===== config.mk =====
export PLATFORM = sky130hd
export DESIGN_NAME = ahb_host_seq_flat
export DESIGN_NICKNAME = d
export VERILOG_FILES = /design/src/rtl/ahb_host_seq_if.sv /design/src/rtl/ahb_host_seq.sv /design/src/flat_wrapper.sv
export SDC_FILE = /design/constraint.sdc
export NUM_CORES = 1
export LEC_CHECK = 0
export CORE_UTILIZATION = 25
export DETAILED_ROUTE_END_ITERATION = 10
export DONT_BUFFER_PORTS = 1
export PLACE_DENSITY = 0.44
export SYNTH_ARGS = -nofsm -noshare
export SYNTH_HDL_FRONTEND = slang
export SYNTH_SLANG_ARGS = --single-unit
export TNS_END_PERCENT = 20

===== constraint.sdc =====
create_clock -name HCLK -period 9 [get_ports HCLK]
set_clock_uncertainty 0.15 [all_clocks]
set_input_delay 1.8 -clock HCLK [delete_from_list [all_inputs] [get_ports HCLK]]
set_output_delay 1.8 -clock HCLK [all_outputs]
set_load 0.005 [all_outputs]

===== src/rtl/ahb_host_seq_if.sv =====
// Instruction-stream and AHB master signals between the bring-up sequencer and the CPU slave port.
interface ahb_host_seq_if;
  logic        in_valid;
  logic [31:0] in_data;
  logic        in_ready;
  logic [31:0] M_HADDR;
  logic [1:0]  M_HTRANS;
  logic        M_HWRITE;
  logic [31:0] M_HWDATA;
  logic        M_HREADY;
  logic [31:0] M_HRDATA;
  logic        M_HRESP;

  modport master (
    input  in_valid, in_data, M_HREADY, M_HRDATA, M_HRESP,
    output in_ready, M_HADDR, M_HTRANS, M_HWRITE, M_HWDATA
  );

  modport slave (
    output in_valid, in_data, M_HREADY, M_HRDATA, M_HRESP,
    input  in_ready, M_HADDR, M_HTRANS, M_HWRITE, M_HWDATA
  );
endinterface


===== src/rtl/ahb_host_seq.sv =====
// AHB bring-up sequencer: loads IM, initialises DM, runs the CPU, polls x6 and reads back the result.
// One transfer in flight; bus outputs are combinational from state/counters and held while HREADY=0.
module ahb_host_seq #(
  parameter logic [31:0] IM_BASE       = 32'h40000000,
  parameter logic [31:0] DM_BASE       = 32'h40002000,
  parameter logic [31:0] CPU_RSTN_ADDR = 32'h40008004,
  parameter logic [31:0] RF6_ADDR      = 32'h40004018,
  parameter int unsigned IM_WORDS      = 29,
  parameter int unsigned ACC_NUM       = 2046,
  parameter int unsigned DM_WORDS      = 2047,
  parameter logic [31:0] DM_FILL       = 32'h3f800000,
  parameter logic [31:0] DONE_VAL      = 32'd1234,
  parameter int unsigned POLL_MAX      = 100000
) (
  input  logic               HCLK,
  input  logic               HRESET,
  input  logic               start,
  ahb_host_seq_if.master     bus,
  output logic               busy,
  output logic               done,
  output logic               err,
  output logic [31:0]        result
);

  localparam logic [3:0] S_IDLE     = 4'd0;
  localparam logic [3:0] S_LOAD_IM  = 4'd1;
  localparam logic [3:0] S_DM_HDR   = 4'd2;
  localparam logic [3:0] S_DM_FILL  = 4'd3;
  localparam logic [3:0] S_CPU_GO   = 4'd4;
  localparam logic [3:0] S_POLL_A   = 4'd5;
  localparam logic [3:0] S_POLL_D   = 4'd6;
  localparam logic [3:0] S_CPU_STOP = 4'd7;
  localparam logic [3:0] S_RD_A     = 4'd8;
  localparam logic [3:0] S_RD_D     = 4'd9;
  localparam logic [3:0] S_DONE     = 4'd10;

  localparam logic [1:0]  HT_IDLE   = 2'b00;
  localparam logic [1:0]  HT_NONSEQ = 2'b10;
  localparam logic [31:0] HDR_VAL   = ACC_NUM * 4;
  localparam logic [31:0] RES_ADDR  = DM_BASE + HDR_VAL + 32'd4;

  logic [3:0]  state_q, state_d;
  logic [31:0] idx_q, idx_d;
  logic [31:0] poll_q, poll_d;
  logic        err_q, err_d;
  logic [31:0] result_q, result_d;

  logic [31:0] haddr;
  logic [1:0]  htrans;
  logic        hwrite;
  logic [31:0] hwdata;
  logic        in_ready;
  logic        xfer_done;

  always_comb begin
    haddr    = 32'h0;
    htrans   = HT_IDLE;
    hwrite   = 1'b0;
    hwdata   = 32'h0;
    in_ready = 1'b0;
    case (state_q)
      S_LOAD_IM: begin
        in_ready = bus.M_HREADY;
        haddr    = IM_BASE + {idx_q[29:0], 2'b00};
        hwrite   = 1'b1;
        hwdata   = bus.in_data;
        htrans   = bus.in_valid ? HT_NONSEQ : HT_IDLE;
      end
      S_DM_HDR: begin
        haddr  = DM_BASE;
        hwrite = 1'b1;
        hwdata = HDR_VAL;
        htrans = HT_NONSEQ;
      end
      S_DM_FILL: begin
        haddr  = DM_BASE + 32'd4 + {idx_q[29:0], 2'b00};
        hwrite = 1'b1;
        hwdata = DM_FILL;
        htrans = HT_NONSEQ;
      end
      S_CPU_GO: begin
        haddr  = CPU_RSTN_ADDR;
        hwrite = 1'b1;
        hwdata = 32'd1;
        htrans = HT_NONSEQ;
      end
      S_POLL_A: begin
        haddr  = RF6_ADDR;
        htrans = HT_NONSEQ;
      end
      S_CPU_STOP: begin
        haddr  = CPU_RSTN_ADDR;
        hwrite = 1'b1;
        hwdata = 32'd0;
        htrans = HT_NONSEQ;
      end
      S_RD_A: begin
        haddr  = RES_ADDR;
        htrans = HT_NONSEQ;
      end
      default: ;
    endcase
  end

  assign xfer_done = (htrans == HT_NONSEQ) && bus.M_HREADY;

  always_comb begin
    state_d  = state_q;
    idx_d    = idx_q;
    poll_d   = poll_q;
    err_d    = err_q;
    result_d = result_q;
    // An error response aborts straight to DONE, so the CPU control register is left alone.
    if (xfer_done && bus.M_HRESP) begin
      err_d   = 1'b1;
      state_d = S_DONE;
    end else begin
      case (state_q)
        S_IDLE, S_DONE: begin
          if (start) begin
            state_d  = S_LOAD_IM;
            idx_d    = 32'd0;
            poll_d   = 32'd0;
            err_d    = 1'b0;
            result_d = 32'd0;
          end
        end
        S_LOAD_IM: begin
          if (xfer_done) begin
            if (idx_q == IM_WORDS - 1) begin
              idx_d   = 32'd0;
              state_d = S_DM_HDR;
            end else begin
              idx_d = idx_q + 32'd1;
            end
          end
        end
        S_DM_HDR: if (xfer_done) state_d = S_DM_FILL;
        S_DM_FILL: begin
          if (xfer_done) begin
            if (idx_q == DM_WORDS - 1) begin
              idx_d   = 32'd0;
              state_d = S_CPU_GO;
            end else begin
              idx_d = idx_q + 32'd1;
            end
          end
        end
        S_CPU_GO: if (xfer_done) state_d = S_POLL_A;
        S_POLL_A: if (xfer_done) state_d = S_POLL_D;
        S_POLL_D: begin
          poll_d = poll_q + 32'd1;
          if (bus.M_HRDATA == DONE_VAL) begin
            state_d = S_CPU_STOP;
          end else if (poll_q + 32'd1 == POLL_MAX) begin
            err_d   = 1'b1;
            state_d = S_CPU_STOP;
          end else begin
            state_d = S_POLL_A;
          end
        end
        S_CPU_STOP: if (xfer_done) state_d = err_q ? S_DONE : S_RD_A;
        S_RD_A: if (xfer_done) state_d = S_RD_D;
        S_RD_D: begin
          result_d = bus.M_HRDATA;
          state_d  = S_DONE;
        end
        default: state_d = S_IDLE;
      endcase
    end
  end

  always_ff @(posedge HCLK) begin
    if (HRESET) begin
      state_q  <= S_IDLE;
      idx_q    <= 32'd0;
      poll_q   <= 32'd0;
      err_q    <= 1'b0;
      result_q <= 32'd0;
    end else begin
      state_q  <= state_d;
      idx_q    <= idx_d;
      poll_q   <= poll_d;
      err_q    <= err_d;
      result_q <= result_d;
    end
  end

  assign bus.M_HADDR  = haddr;
  assign bus.M_HTRANS = htrans;
  assign bus.M_HWRITE = hwrite;
  assign bus.M_HWDATA = hwdata;
  assign bus.in_ready = in_ready;

  assign busy   = (state_q != S_IDLE) && (state_q != S_DONE);
  assign done   = (state_q == S_DONE);
  assign err    = err_q;
  assign result = result_q;

endmodule

===== src/flat_wrapper.sv =====
// flat-port wrapper written by rule: the top's interface ports become plain ports
module ahb_host_seq_flat 
#(
  parameter logic [31:0] IM_BASE       = 32'h40000000,
  parameter logic [31:0] DM_BASE       = 32'h40002000,
  parameter logic [31:0] CPU_RSTN_ADDR = 32'h40008004,
  parameter logic [31:0] RF6_ADDR      = 32'h40004018,
  parameter int unsigned IM_WORDS      = 29,
  parameter int unsigned ACC_NUM       = 2046,
  parameter int unsigned DM_WORDS      = 2047,
  parameter logic [31:0] DM_FILL       = 32'h3f800000,
  parameter logic [31:0] DONE_VAL      = 32'd1234,
  parameter int unsigned POLL_MAX      = 100000
)
  (HCLK, HRESET, start, busy, done, err, result, bus_in_valid, bus_in_data, bus_M_HREADY, bus_M_HRDATA, bus_M_HRESP, bus_in_ready, bus_M_HADDR, bus_M_HTRANS, bus_M_HWRITE, bus_M_HWDATA);
  ahb_host_seq_if bus_i ();
  input  logic HCLK;
  input  logic HRESET;
  input  logic start;
  output logic busy;
  output logic done;
  output logic err;
  output logic [31:0] result;
  input wire logic [$bits(bus_i.in_valid)-1:0] bus_in_valid;
  input wire logic [$bits(bus_i.in_data)-1:0] bus_in_data;
  input wire logic [$bits(bus_i.M_HREADY)-1:0] bus_M_HREADY;
  input wire logic [$bits(bus_i.M_HRDATA)-1:0] bus_M_HRDATA;
  input wire logic [$bits(bus_i.M_HRESP)-1:0] bus_M_HRESP;
  output wire logic [$bits(bus_i.in_ready)-1:0] bus_in_ready;
  output wire logic [$bits(bus_i.M_HADDR)-1:0] bus_M_HADDR;
  output wire logic [$bits(bus_i.M_HTRANS)-1:0] bus_M_HTRANS;
  output wire logic [$bits(bus_i.M_HWRITE)-1:0] bus_M_HWRITE;
  output wire logic [$bits(bus_i.M_HWDATA)-1:0] bus_M_HWDATA;
  assign bus_i.in_valid = bus_in_valid;
  assign bus_i.in_data = bus_in_data;
  assign bus_i.M_HREADY = bus_M_HREADY;
  assign bus_i.M_HRDATA = bus_M_HRDATA;
  assign bus_i.M_HRESP = bus_M_HRESP;
  assign bus_in_ready = bus_i.in_ready;
  assign bus_M_HADDR = bus_i.M_HADDR;
  assign bus_M_HTRANS = bus_i.M_HTRANS;
  assign bus_M_HWRITE = bus_i.M_HWRITE;
  assign bus_M_HWDATA = bus_i.M_HWDATA;
  ahb_host_seq #(.IM_BASE(IM_BASE), .DM_BASE(DM_BASE), .CPU_RSTN_ADDR(CPU_RSTN_ADDR), .RF6_ADDR(RF6_ADDR), .IM_WORDS(IM_WORDS), .ACC_NUM(ACC_NUM), .DM_WORDS(DM_WORDS), .DM_FILL(DM_FILL), .DONE_VAL(DONE_VAL), .POLL_MAX(POLL_MAX)) u_core (.HCLK(HCLK), .HRESET(HRESET), .start(start), .bus(bus_i), .busy(busy), .done(done), .err(err), .result(result));
endmodule

# [Word level (Yosys, flattened, before mapping)]
# Index checks and enable logic that the tools add are counted.
[word_totals] ff_bits=101 input_bits=70 out_inout_bits=103 word_cells=103
[classes] addsub=4 n_eq_ne=38 muxes=34 n_bitwise=1 reduce_logical=20
[op_table] op="32-bit case mux with 6 select lines" count=1
[op_table] op="32-bit two-way mux" count=5
[op_table] op="32-bit case mux with 2 select lines" count=2
[op_table] op="32-bit case mux with 4 select lines" count=1
[op_table] op="32-bit case mux with 3 select lines" count=1
[op_table] op="31-bit by 32-bit adder with 32-bit output, first input constant" count=2
[op_table] op="32-bit by 1-bit adder with 32-bit output, second input constant" count=2
[op_table] op="32-bit by 11-bit equality test with 1-bit output, second input constant" count=2
[op_table] op="4-bit two-way mux" count=12
[op_table] op="4-bit case mux with 10 select lines" count=1
[op_table] op="32-bit by 17-bit equality test with 1-bit output, second input constant" count=1
[op_table] op="32-bit by 5-bit equality test with 1-bit output, second input constant" count=1
[op_table] op="3-bit by 1-bit != test with 1-bit output, second input constant" count=10
[op_table] op="10-bit AND reduction" count=2
[op_table] op="2-bit by 1-bit != test with 1-bit output, second input constant" count=9
[op_table] op="4-bit by 3-bit equality test with 1-bit output, second input constant" count=4
[op_table] op="4-bit equality test, second input constant" count=3
[op_table] op="4-bit by 2-bit equality test with 1-bit output, second input constant" count=2
[op_table] op="1-bit two-way mux" count=6
[op_table] op="2-bit two-way mux" count=3
[op_table] op="3-bit by 2-bit != test with 1-bit output, second input constant" count=2
[op_table] op="3-bit AND reduction" count=2
[op_table] op="3-bit nonzero test" count=2
[op_table] op="2-bit OR reduction" count=3
[op_table] op="other kinds (15)" count=18

# [Longest topological paths before layout]
[depth] depth_word=8 mapped_depth=10 ltp_nobuf=9

# [Worst setup path before layout]
# No wires, ideal clock.
[synth_timing] kind="register to output" startpoint="register u_core.idx_q[0]" endpoint="output port bus_M_HADDR[20]" t_arrival_ns=2.301 required_time_ns=7.050 slack_ns=4.749 stages_incl_launch_ff=9 path_buffers=0 path_cell_list="dfxtp_1 > ha_1 > nand3_1 > nor4_2 > nor2_1 > or3_1 > or2_1 > xnor2_1 > nor2_1"
[synth_between] elab_chain_cells=2 elab_cells_between_ends=3 classes_between="2 x add/sub; 1 x mux"
[synth_lines] item="from (decl)" line_no="ahb_host_seq.sv:43" rtl="logic [31:0] idx_q, idx_d;"
[synth_lines] item="from (signal assigned)" line_no="ahb_host_seq.sv:182" rtl="idx_q <= idx_d;"
[synth_lines] item="31-bit by 32-bit adder with 32-bit output (on tied branches)" line_no="ahb_host_seq.sv:76, ahb_host_seq.sv:64"
[synth_lines] item="32-bit case mux with 6 select lines *" line_no="ahb_host_seq.sv:61" rtl="case (state_q)"
[synth_lines] item="to (decl)" line_no="flat_wrapper.sv:30" rtl="output wire logic [$bits(bus_i.M_HADDR)-1:0] bus_M_HADDR;"
# Every way passes the cells marked *; elsewhere a longest branch is shown, timed or not.

# [Worst setup path after layout]
[layout_timing] startpoint="register u_core.idx_q[0]" endpoint="output port bus_M_HADDR[28]"
# Same word-level chain as after synthesis.

==> flow_metrics.env <==
export IMPL_crit_end="bus_M_HADDR[28]"
export IMPL_cts_hold_buf=0
export IMPL_slew_headroom=0.182
export IMPL_reg2reg_depth=7
export IMPL_synth_edf_count=0
export IMPL_start_util=0.256
export IMPL_netlist_instances=942
export IMPL_cts_sinks=101
export IMPL_power_density_nw_per_um2=199
export IMPL_worstPathArrival_ps=3200
export IMPL_ys_ff_latch=101
export IMPL_final_nets=965
export IMPL_min_from="u_core.result[22]$_SDFFE_PP0P_"
export IMPL_die_area_sq_um=27300
export IMPL_setup_viol=0
export IMPL_ant_nets=0
export IMPL_r2r_start="u_core.state_q[0]$_SDFFE_PP0P_"
export IMPL_ys_warn_count=0
export IMPL_avgSynthCellArea_sq_um=7.07
export IMPL_clock_fmax_mhz=194
export IMPL_power_leakage_nw=2.18
export IMPL_synth_most_common_cell="nor2_1"
export IMPL_rrSetupSlack_ps=4670
export IMPL_grt_max_degree=80
export IMPL_hold_path_class="reg -> reg"
export IMPL_worstSetupPathType="reg -> out"
export IMPL_core_area_sq_um=26100
export IMPL_cts_root_buf="clkbuf_16"
export IMPL_die_w_um=165
export IMPL_num_antenna_cells=0
export IMPL_routed_wl_met2_mm=10.7
export IMPL_cap_viol_max_count=0
export IMPL_synth_top_area_cell="dfxtp_1"
export IMPL_avgViaCountPerCell=5.52
export IMPL_netlist_top_cells_area="dfxtp_1, a21oi_1, nor2_1"
export IMPL_portBuffers=0
export IMPL_cts_setup_buffers=0
export IMPL_rsz0062_at_grt="false"
export IMPL_first_global_vias=6218
export IMPL_tightest_slew_ps=1220
export IMPL_grt_antenna_before_repair=1
export IMPL_dp_hpwl_mm=16.2
export IMPL_drt_wl_total_mm=23.1
export IMPL_synth_common_cells="nor2_1, dfxtp_1, a21oi_1, nand2_1, nand3_1"
export IMPL_cp_required_ps=7050
export IMPL_syn_to_final_growth_pct=7.10
export IMPL_instances_no_fill=1229
export IMPL_grt_first_pass_wirelength_mm=35.4
export IMPL_async_reset_ff_frac=0
export IMPL_htree_levels=3
export IMPL_met1_length_mm=10.5
export IMPL_cts_resized_gates=0
export IMPL_clk_path_buf_depth=2
export IMPL_rr_endpoint="u_core.state_q[3]$_SDFFE_PP0P_"
export IMPL_slew_violations=0
export IMPL_drt_wirelength_per_cell_um=18.8
export IMPL_cp_end_kind="output port"
export IMPL_numCtsBuffers=9
export IMPL_drc=0
export IMPL_grt_util_all_layers=0.166
export IMPL_worstSkewPairLatency_ps=370
export IMPL_post_place_cells=1213
export IMPL_timing_critical_path_from="u_core.idx_q[0]$_SDFFE_PP0P_"
export IMPL_start_kind="register"
export IMPL_first_iter_violations=539
export IMPL_grt_overflow=0
export IMPL_fp_dieH_um=165
export IMPL_top_layer="met4"
export IMPL_cts_tree="built"
export IMPL_setup_tns_ps=0
export IMPL_met3_length_mm=1.58
export IMPL_path_max_fanout=7
export IMPL_synthesis_area_sq_um=6660
export IMPL_io_pins=173
export IMPL_status="finished, final reports clean"
export IMPL_timing_final_crit_share=0.572
export IMPL_yosysTopAreaCellShare=0.304
export IMPL_synth_cell_types=67
export IMPL_layout_drive_gt1_share=0.0481
export IMPL_gp_congestion=0.847
export IMPL_row_count=59
export IMPL_seq_area_frac_synth=0.304
export IMPL_synthFlopType="dfxtp_1"
export IMPL_clk_pin_slew_worst_paths_ps=90
export IMPL_fin_crit_ps=5150
export IMPL_p_total_mw=1.42
export IMPL_hold_viol_final=0
export IMPL_ir_worst_vdd_v=0.000117
export IMPL_drt_first_pass_iters=6
export IMPL_vias=6786
-- placed cells by master (no fill, tap or decap), types with 4 or more instances in the layout --
cell,netlist,layout
nand2b_1,4,4
a21o_1,12,12
nor2b_1,4,4
a22oi_1,8,8
nand3_1,69,69
nand2_1,97,97
o21ai_0,65,65
buf_4,3,9
o22a_1,5,5
nand4_1,24,24
a311oi_1,10,10
dfxtp_1,101,101
and4_1,7,7
clkbuf_16,0,9
a21oi_1,97,97
inv_1,12,12
nor4b_1,7,7
xnor2_1,18,18
mux2i_1,5,5
or3_1,21,21
nor4_1,16,16
nor2_1,114,113
xor2_1,16,16
or4_1,10,10
nor3_1,33,33
ha_1,6,6
and2_1,10,10
o31ai_1,5,5
a31oi_1,16,16
and3_1,24,24
-- worst max-delay path, cell delays in order (launching register included) --
cell and delay, ps:
dfxtp_1 460, ha_1 250, nand3_1 220, nor4_2 670, nor2_1 220, or3_1 490, nor2_1 200, a31oi_1 110
a31oi_1 200
-- state kept, by name, summed over array words and instances, names as in the netlist --
signal,cells
u_core.idx_q,32
u_core.poll_q,32
u_core.result,32
u_core.state_q,4
u_core.err,1
-- routing by layer --
metal  GRT usage  up-vias
met5           0        -
met1       0.220     3205
met4      0.0392        0
li1            -     3321
met2       0.269      238
met3      0.0415       22
-- power breakdown --
group          internal [mW]  total (mW)  switching [mW]
registers              0.459       0.494          0.0347
clock network          0.200       0.418           0.219
logic                  0.136       0.507           0.371
-- final cells by class --
cell class	instances	area (sq um)
repair buffers	9	67.6
multi-input cells	756	4270
clock buffers	9	225
fillers	2864	18900
clock inverters	7	87.6
inverters	12	45.0
flip-flops and latches	101	2020
well taps	335	419
-- worst min-delay path by stage --
stage,cells past startpoint,to,slack [ps]
floorplan,2,u_core.idx_q[31]$_SDFFE_PP0P_,300
finish,2,u_core.result[22]$_SDFFE_PP0P_,340
detailed placement,2,u_core.result[23]$_SDFFE_PP0P_,320
global placement,2,u_core.result[8]$_SDFFE_PP0P_,320
global route,2,u_core.result[10]$_SDFFE_PP0P_,360
CTS,2,u_core.result[23]$_SDFFE_PP0P_,340
-- cells by family after synthesis --
group                    share of synthesized area
AND/OR/NAND/NOR                              0.349
AO/OA/AOI/OAI                                0.226
flip-flops                                   0.304
buffers and inverters                       0.0573
XOR/XNOR                                    0.0447
adder cells (fa/ha/maj)                     0.0113
multiplexers                               0.00752
other                                     0.000563
-- metrics by stage --
step                hold slack (ps)  utilization  instance area [sq um]  setup slack (ps)
global route                    358        0.274                   7130              3500
finish                          337        0.274                   7130              3850
floorplan                       302            -                   6670              4750
detailed placement              325        0.262                   6820              4270
global placement                321        0.262                   6820              4340
CTS                             338        0.274                   7130              3840
(Power assumes the default switching activity.)
